`src/rtl/multi_atomic_counters.sv`:
```
// rtl/multi_atomic_counters.sv - bank of wide event counters with an atomic-snapshot narrow read port
module multi_atomic_counters #(
  parameter int NUM_CNT  = 4,
  parameter int CNT_W    = 64,
  parameter int BUS_W    = 32,
  parameter int INC_W    = 4,
  parameter int SATURATE = 0,
  localparam int WORDS   = CNT_W / BUS_W,
  localparam int SEL_W   = (NUM_CNT > 1) ? $clog2(NUM_CNT) : 1,
  localparam int WIDX_W  = (WORDS > 1) ? $clog2(WORDS) : 1
) (
  input  logic                     clk,
  input  logic                     reset,
  input  logic [NUM_CNT*INC_W-1:0] inc_i,
  input  logic                     req_i,
  input  logic                     atomic_i,
  input  logic [SEL_W-1:0]         sel_i,
  input  logic [WIDX_W-1:0]        word_i,
  input  logic                     clr_i,
  output logic                     ack_o,
  output logic [BUS_W-1:0]         count_o,
  output logic [NUM_CNT-1:0]       ovf_o
);

  logic [CNT_W-1:0]   cnt     [NUM_CNT];
  logic [CNT_W:0]     sum     [NUM_CNT];
  logic [CNT_W-1:0]   cnt_nxt [NUM_CNT];
  logic [NUM_CNT-1:0] ovf_hit;
  logic [CNT_W-1:0]   shadow;
  logic [CNT_W-1:0]   rd_val;
  logic [BUS_W-1:0]   sh_word;
  logic               do_atomic;
  logic               do_clr;

  assign do_atomic = req_i & atomic_i;
  assign do_clr    = do_atomic & clr_i;

  // Carry out of the extended sum is the overflow event in both modes.
  always_comb begin
    for (int k = 0; k < NUM_CNT; k++) begin
      sum[k]     = {1'b0, cnt[k]} + (CNT_W+1)'(inc_i[k*INC_W +: INC_W]);
      ovf_hit[k] = sum[k][CNT_W];
      if (SATURATE != 0 && sum[k][CNT_W])
        cnt_nxt[k] = '1;
      else
        cnt_nxt[k] = sum[k][CNT_W-1:0];
    end
  end

  // Read value includes this cycle's increment; unmatched selects read 0.
  always_comb begin
    rd_val = '0;
    for (int k = 0; k < NUM_CNT; k++)
      if (sel_i == SEL_W'(k))
        rd_val = cnt_nxt[k];
  end

  always_comb begin
    sh_word = '0;
    for (int w = 0; w < WORDS; w++)
      if (word_i == WIDX_W'(w))
        sh_word = shadow[w*BUS_W +: BUS_W];
  end

  always_ff @(posedge clk) begin
    if (reset) begin
      for (int k = 0; k < NUM_CNT; k++)
        cnt[k] <= '0;
      ovf_o   <= '0;
      shadow  <= '0;
      ack_o   <= 1'b0;
      count_o <= '0;
    end else begin
      for (int k = 0; k < NUM_CNT; k++) begin
        cnt[k] <= cnt_nxt[k];
        if (ovf_hit[k])
          ovf_o[k] <= 1'b1;
        // Clear wins over a same-cycle overflow; the increment is already in rd_val.
        if (do_clr && sel_i == SEL_W'(k)) begin
          cnt[k]   <= '0;
          ovf_o[k] <= 1'b0;
        end
      end
      ack_o <= req_i;
      if (!req_i)
        count_o <= '0;
      else if (atomic_i)
        count_o <= rd_val[BUS_W-1:0];
      else
        count_o <= sh_word;
      if (do_atomic)
        shadow <= rd_val;
    end
  end

endmodule

```
`config.mk`:
```
export PLATFORM = sky130hd
export DESIGN_NAME = multi_atomic_counters
export DESIGN_NICKNAME = d
export VERILOG_FILES = /design/src/rtl/multi_atomic_counters.sv
export SDC_FILE = /design/constraint.sdc
export NUM_CORES = 1
export LEC_CHECK = 0
export ABC_CLOCK_PERIOD_IN_PS = 3800
export CAP_MARGIN = 30
export CORE_ASPECT_RATIO = 1.5
export CORE_MARGIN = 1.5
export CORE_UTILIZATION = 35
export CTS_CLUSTER_DIAMETER = 120
export DETAILED_ROUTE_END_ITERATION = 10
export PLACE_DENSITY = 0.47
export RECOVER_POWER = 100
export SYNTH_ARGS = -nofsm -noshare
export SYNTH_HDL_FRONTEND = slang
export SYNTH_SLANG_ARGS = --single-unit
```
`constraint.sdc`:
```
create_clock -name clk -period 3.8 [get_ports clk]
set_input_delay 0.38 -clock clk [delete_from_list [all_inputs] [get_ports clk]]
set_output_delay 0.38 -clock clk [all_outputs]
set_load 0.03 [all_outputs]
```
==> flow_summary.json <==
{
  "nets": 2342,
  "met3_usage": 0.0231,
  "whs_ns": 0.453,
  "power_frac_comb": 0.125,
  "worstPathMaxFanout": 8,
  "clk_path_buf_depth": 3,
  "busiest_layer": "met2",
  "max-slew-margin-rel": 0.138,
  "power.internal_mw": 7.11,
  "hold_viol": 0,
  "dieArea_um2": 56100,
  "io_pins": 61,
  "totalWireLength_mm": 69.3,
  "rrSetupSlack_ns": 0.41,
  "grt_setup_unrepaired": "false",
  "setup_viol": 0,
  "skew_ns": 0.0280,
  "drv_cap": 0,
  "die_h_um": 289,
  "min_from": "shadow[27]$_SDFFE_PP0P_",
  "final_core_util": 0.424,
  "cts.root.buffer_cell": "clkbuf_16",
  "detail-route-antenna-nets": 0,
  "p_leak_nw": 8.04,
  "drt_first_pass_iters": 8,
  "cts_setup_buffers": 0,
  "die_width_um": 194,
  "antenna_found_initial": 1,
  "grt.met1_usage": 0.258,
  "grt_pass1_vias": 16200,
  "worst_pin_slew_ns": 1.28,
  "drc": 2,
  "num_antenna_cells": 0,
  "setup_tns_ns": 0,
  "switching_power_mw": 2.69,
  "min_path_type": "flip-flop to flip-flop",
  "htree_levels": 2,
  "coreArea_um2": 53900,
  "ys_seq_area_frac": 0.474,
  "crit_top_cell": "a21oi_1",
  "max_freq_mhz": 295,
  "crit_required_ns": 4.24,
  "synthCells": 2010,
  "ys_top_cells_by_count": "nor2_1, edfxtp_1, dfxtp_1, xnor2_1, nand2_1",
  "ir_drop_mv": 0.314,
  "cts_tree": "built",
  "drtIter0Drc": 1158,
  "grt_overflow_total": 0,
  "area_growth_pct": 19.4,
  "path_clk_slew_ns": 0.06,
  "synth_warnings": 0,
  "crit_family": "compound AO/OA/AOI/OAI gates",
  "slowest_delay_ns": 0.51,
  "yosysMostFrequentCell": "nor2_1",
  "io_buffers": 60,
  "violations": "design-rule violations",
  "worstSkewPairLatency_ns": 0.57,
  "viasPerCell": 5.38,
  "drv_slew": 0,
  "num_rows": 104,
  "yosysTopAreaCell": "edfxtp_1",
  "worstSetupPathType": "flip-flop to flip-flop",
  "cts_resized": 0,
  "grt_use_total": 0.245,
  "synth-seq-cells": 357,
  "grt_pass1_wl_mm": 101,
  "path_buf_inv": 1,
  "hold_path_depth": 2,
  "syn_avg_cell_area_um2": 9.52,
  "cts.sinks": 357,
  "synth_top_area_share": 0.301,
  "gp_congestion": 0.878,
  "ys_async_sr_fraction": 0,
  "synth.distinct_cells": 75,
  "use_met2": 0.447,
  "ff2ff_path_depth": 9,
  "grt_start_max_net_pins": 66,
  "switching_share": 0.275,
  "timing.final.crit_share": 0.892,
  "syn_area_um2": 19100,
  "start_kind": "flip-flop",
  "num_vias": 16200,
  "p_total_mw": 9.80,
  "numCtsBuffers": 41,
  "drive_gt1_frac": 0.0923,
  "r2r-end": "count_o[13]$_SDFF_PP0_",
  "p_per_area_nw_per_um2": 429,
  "r2r_start": "cnt[2][1]$_SDFFCE_PP0P_",
  "cp.arrival_ns": 3.83,
  "worstHoldEndpoint": "shadow[27]$_SDFFE_PP0P_",
  "postCtsHoldBufs": 0,
  "outcome": "complete, but fails checks",
  "start_util": 0.355,
  "dp_hpwl_mm": 52.7,
  "end_kind": "flip-flop",
  "layout_setup_ws_ns": 0.409,
  "synth_edf_count": 192,
  "synth_flop_cell": "edfxtp_1",
  "crit_path_top_delay_cell": "a222oi_1",
  "wl_per_cell_um": 23.0,
  "period_needed_ns": 3.39,
  "cp_cell_sequence": "ha_1 > a21oi_1 > a2bb2oi_1 > clkbuf_1 > nor3_1 > xnor2_1 > a222oi_1 > nand2_1 > a21oi_1",
  "clockPowerShare": 0.417,
  "power_frac_seq": 0.458,
  "dp_slack_ns": 0.171,
  "netlist_top_cells_area": "edfxtp_1, dfxtp_1, xnor2_1"
}
-- sequential cells by signal, summed over array words and instances (netlist names) --
name and flops:
ovf_o 4, ack_o 1, count_o 32, cnt 256
shadow 64
-- worst register-to-register path: stages, from the launching register on --
cell	delay (ns)
edfxtp_1	0.42
ha_1	0.29
a21oi_1	0.19
a2bb2oi_1	0.47
clkbuf_1	0.41
nor3_1	0.13
xnor2_1	0.25
a222oi_1	0.51
nand2_1	0.25
a21oi_1	0.36
-- how the worst max path moves through the flow --
stage | from | end | slack [ns] | cells past startpoint
final | cnt[2][1]$_SDFFCE_PP0P_ | count_o[13]$_SDFF_PP0_ | 0.41 | 9
after global routing | sel_i[1] | cnt[1][59]$_SDFFCE_PP0P_ | 0.21 | 7
after floorplan | inc_i[12] | shadow[52]$_SDFFE_PP0P_ | 0.81 | 12
after CTS | cnt[2][0]$_SDFFCE_PP0P_ | shadow[46]$_SDFFE_PP0P_ | 0.64 | 9
after detailed placement | inc_i[0] | shadow[56]$_SDFFE_PP0P_ | 0.17 | 11
after global placement | inc_i[0] | shadow[56]$_SDFFE_PP0P_ | 0.18 | 11
-- power by group through the flow --
stage / combinational (mW) / clock (mW) / sequential [mW]
after floorplan: 0.702 / 0 / 4.53
after global placement: 1.25 / 0 / 4.56
after detailed placement: 1.26 / 0 / 4.57
after CTS: 1.26 / 4.16 / 4.49
after global routing: 1.32 / 4.27 / 4.51
final: 1.23 / 4.08 / 4.49
-- layout make-up --
type                    instances  area [um2]
fillers                      5489       31000
multi-input cells            1698       10100
repair buffers                160        1270
well taps                     689         862
inverters                      40         150
clock inverters                 7        67.6
flip-flops and latches        357        9070
clock buffers                  68        1280
-- metal layers --
metal,up-vias,routed length (um)
met5,-,0
met4,0,6530
met3,164,2440
met2,445,35000
met1,7911,25400
li1,7715,-
-- metrics by stage --
step | instances | area [um2]
detailed placement | 2944 | 21700
floorplan | 2201 | 19800
global placement | 2944 | 21700
finish | 3019 | 22800
CTS | 3019 | 23100
global route | 3019 | 22800
-- cells by family (layout without fill, tap and decap cells) --
group,count (synthesis),count (layout),synth area share
AO/OA/AOI/OAI,340,340,0.120
XOR/XNOR,225,225,0.103
adder cells (fa/ha/maj),20,20,0.0147
buffers and inverters,146,275,0.0309
flip-flops,357,357,0.474
multiplexers,44,44,0.0300
other,1,192,0.000196
AND/OR/NAND/NOR,877,877,0.227
-- layout by cell type (no fill, tap or decap), types with 11 or more instances in the layout --
cell type | synthesis | routed
nand2_1 | 154 | 154
conb_1 | 1 | 192
nand3_1 | 87 | 87
dfxtp_1 | 165 | 165
buf_4 | 0 | 66
and4_1 | 22 | 22
a22o_1 | 13 | 13
a21o_1 | 13 | 13
clkdlybuf4s50_1 | 0 | 19
a21oi_1 | 78 | 78
o21ba_2 | 12 | 12
clkbuf_1 | 93 | 42
o22ai_1 | 12 | 12
ha_1 | 16 | 16
a211oi_1 | 19 | 19
or3_1 | 11 | 11
o21ai_0 | 84 | 82
mux2_2 | 27 | 27
nor3_1 | 73 | 73
nor4_1 | 51 | 56
xnor2_1 | 155 | 155
edfxtp_1 | 192 | 192
a221oi_1 | 14 | 14
nor2_1 | 310 | 306
and3_1 | 28 | 28
inv_1 | 40 | 40
dlygate4sd3_1 | 0 | 39
a31oi_1 | 13 | 13
nor2b_1 | 28 | 28
clkbuf_16 | 0 | 44
nand4_1 | 59 | 60
xor2_1 | 70 | 70
a22oi_1 | 18 | 18
No activity file was read; power rests on OpenSTA's default activity.
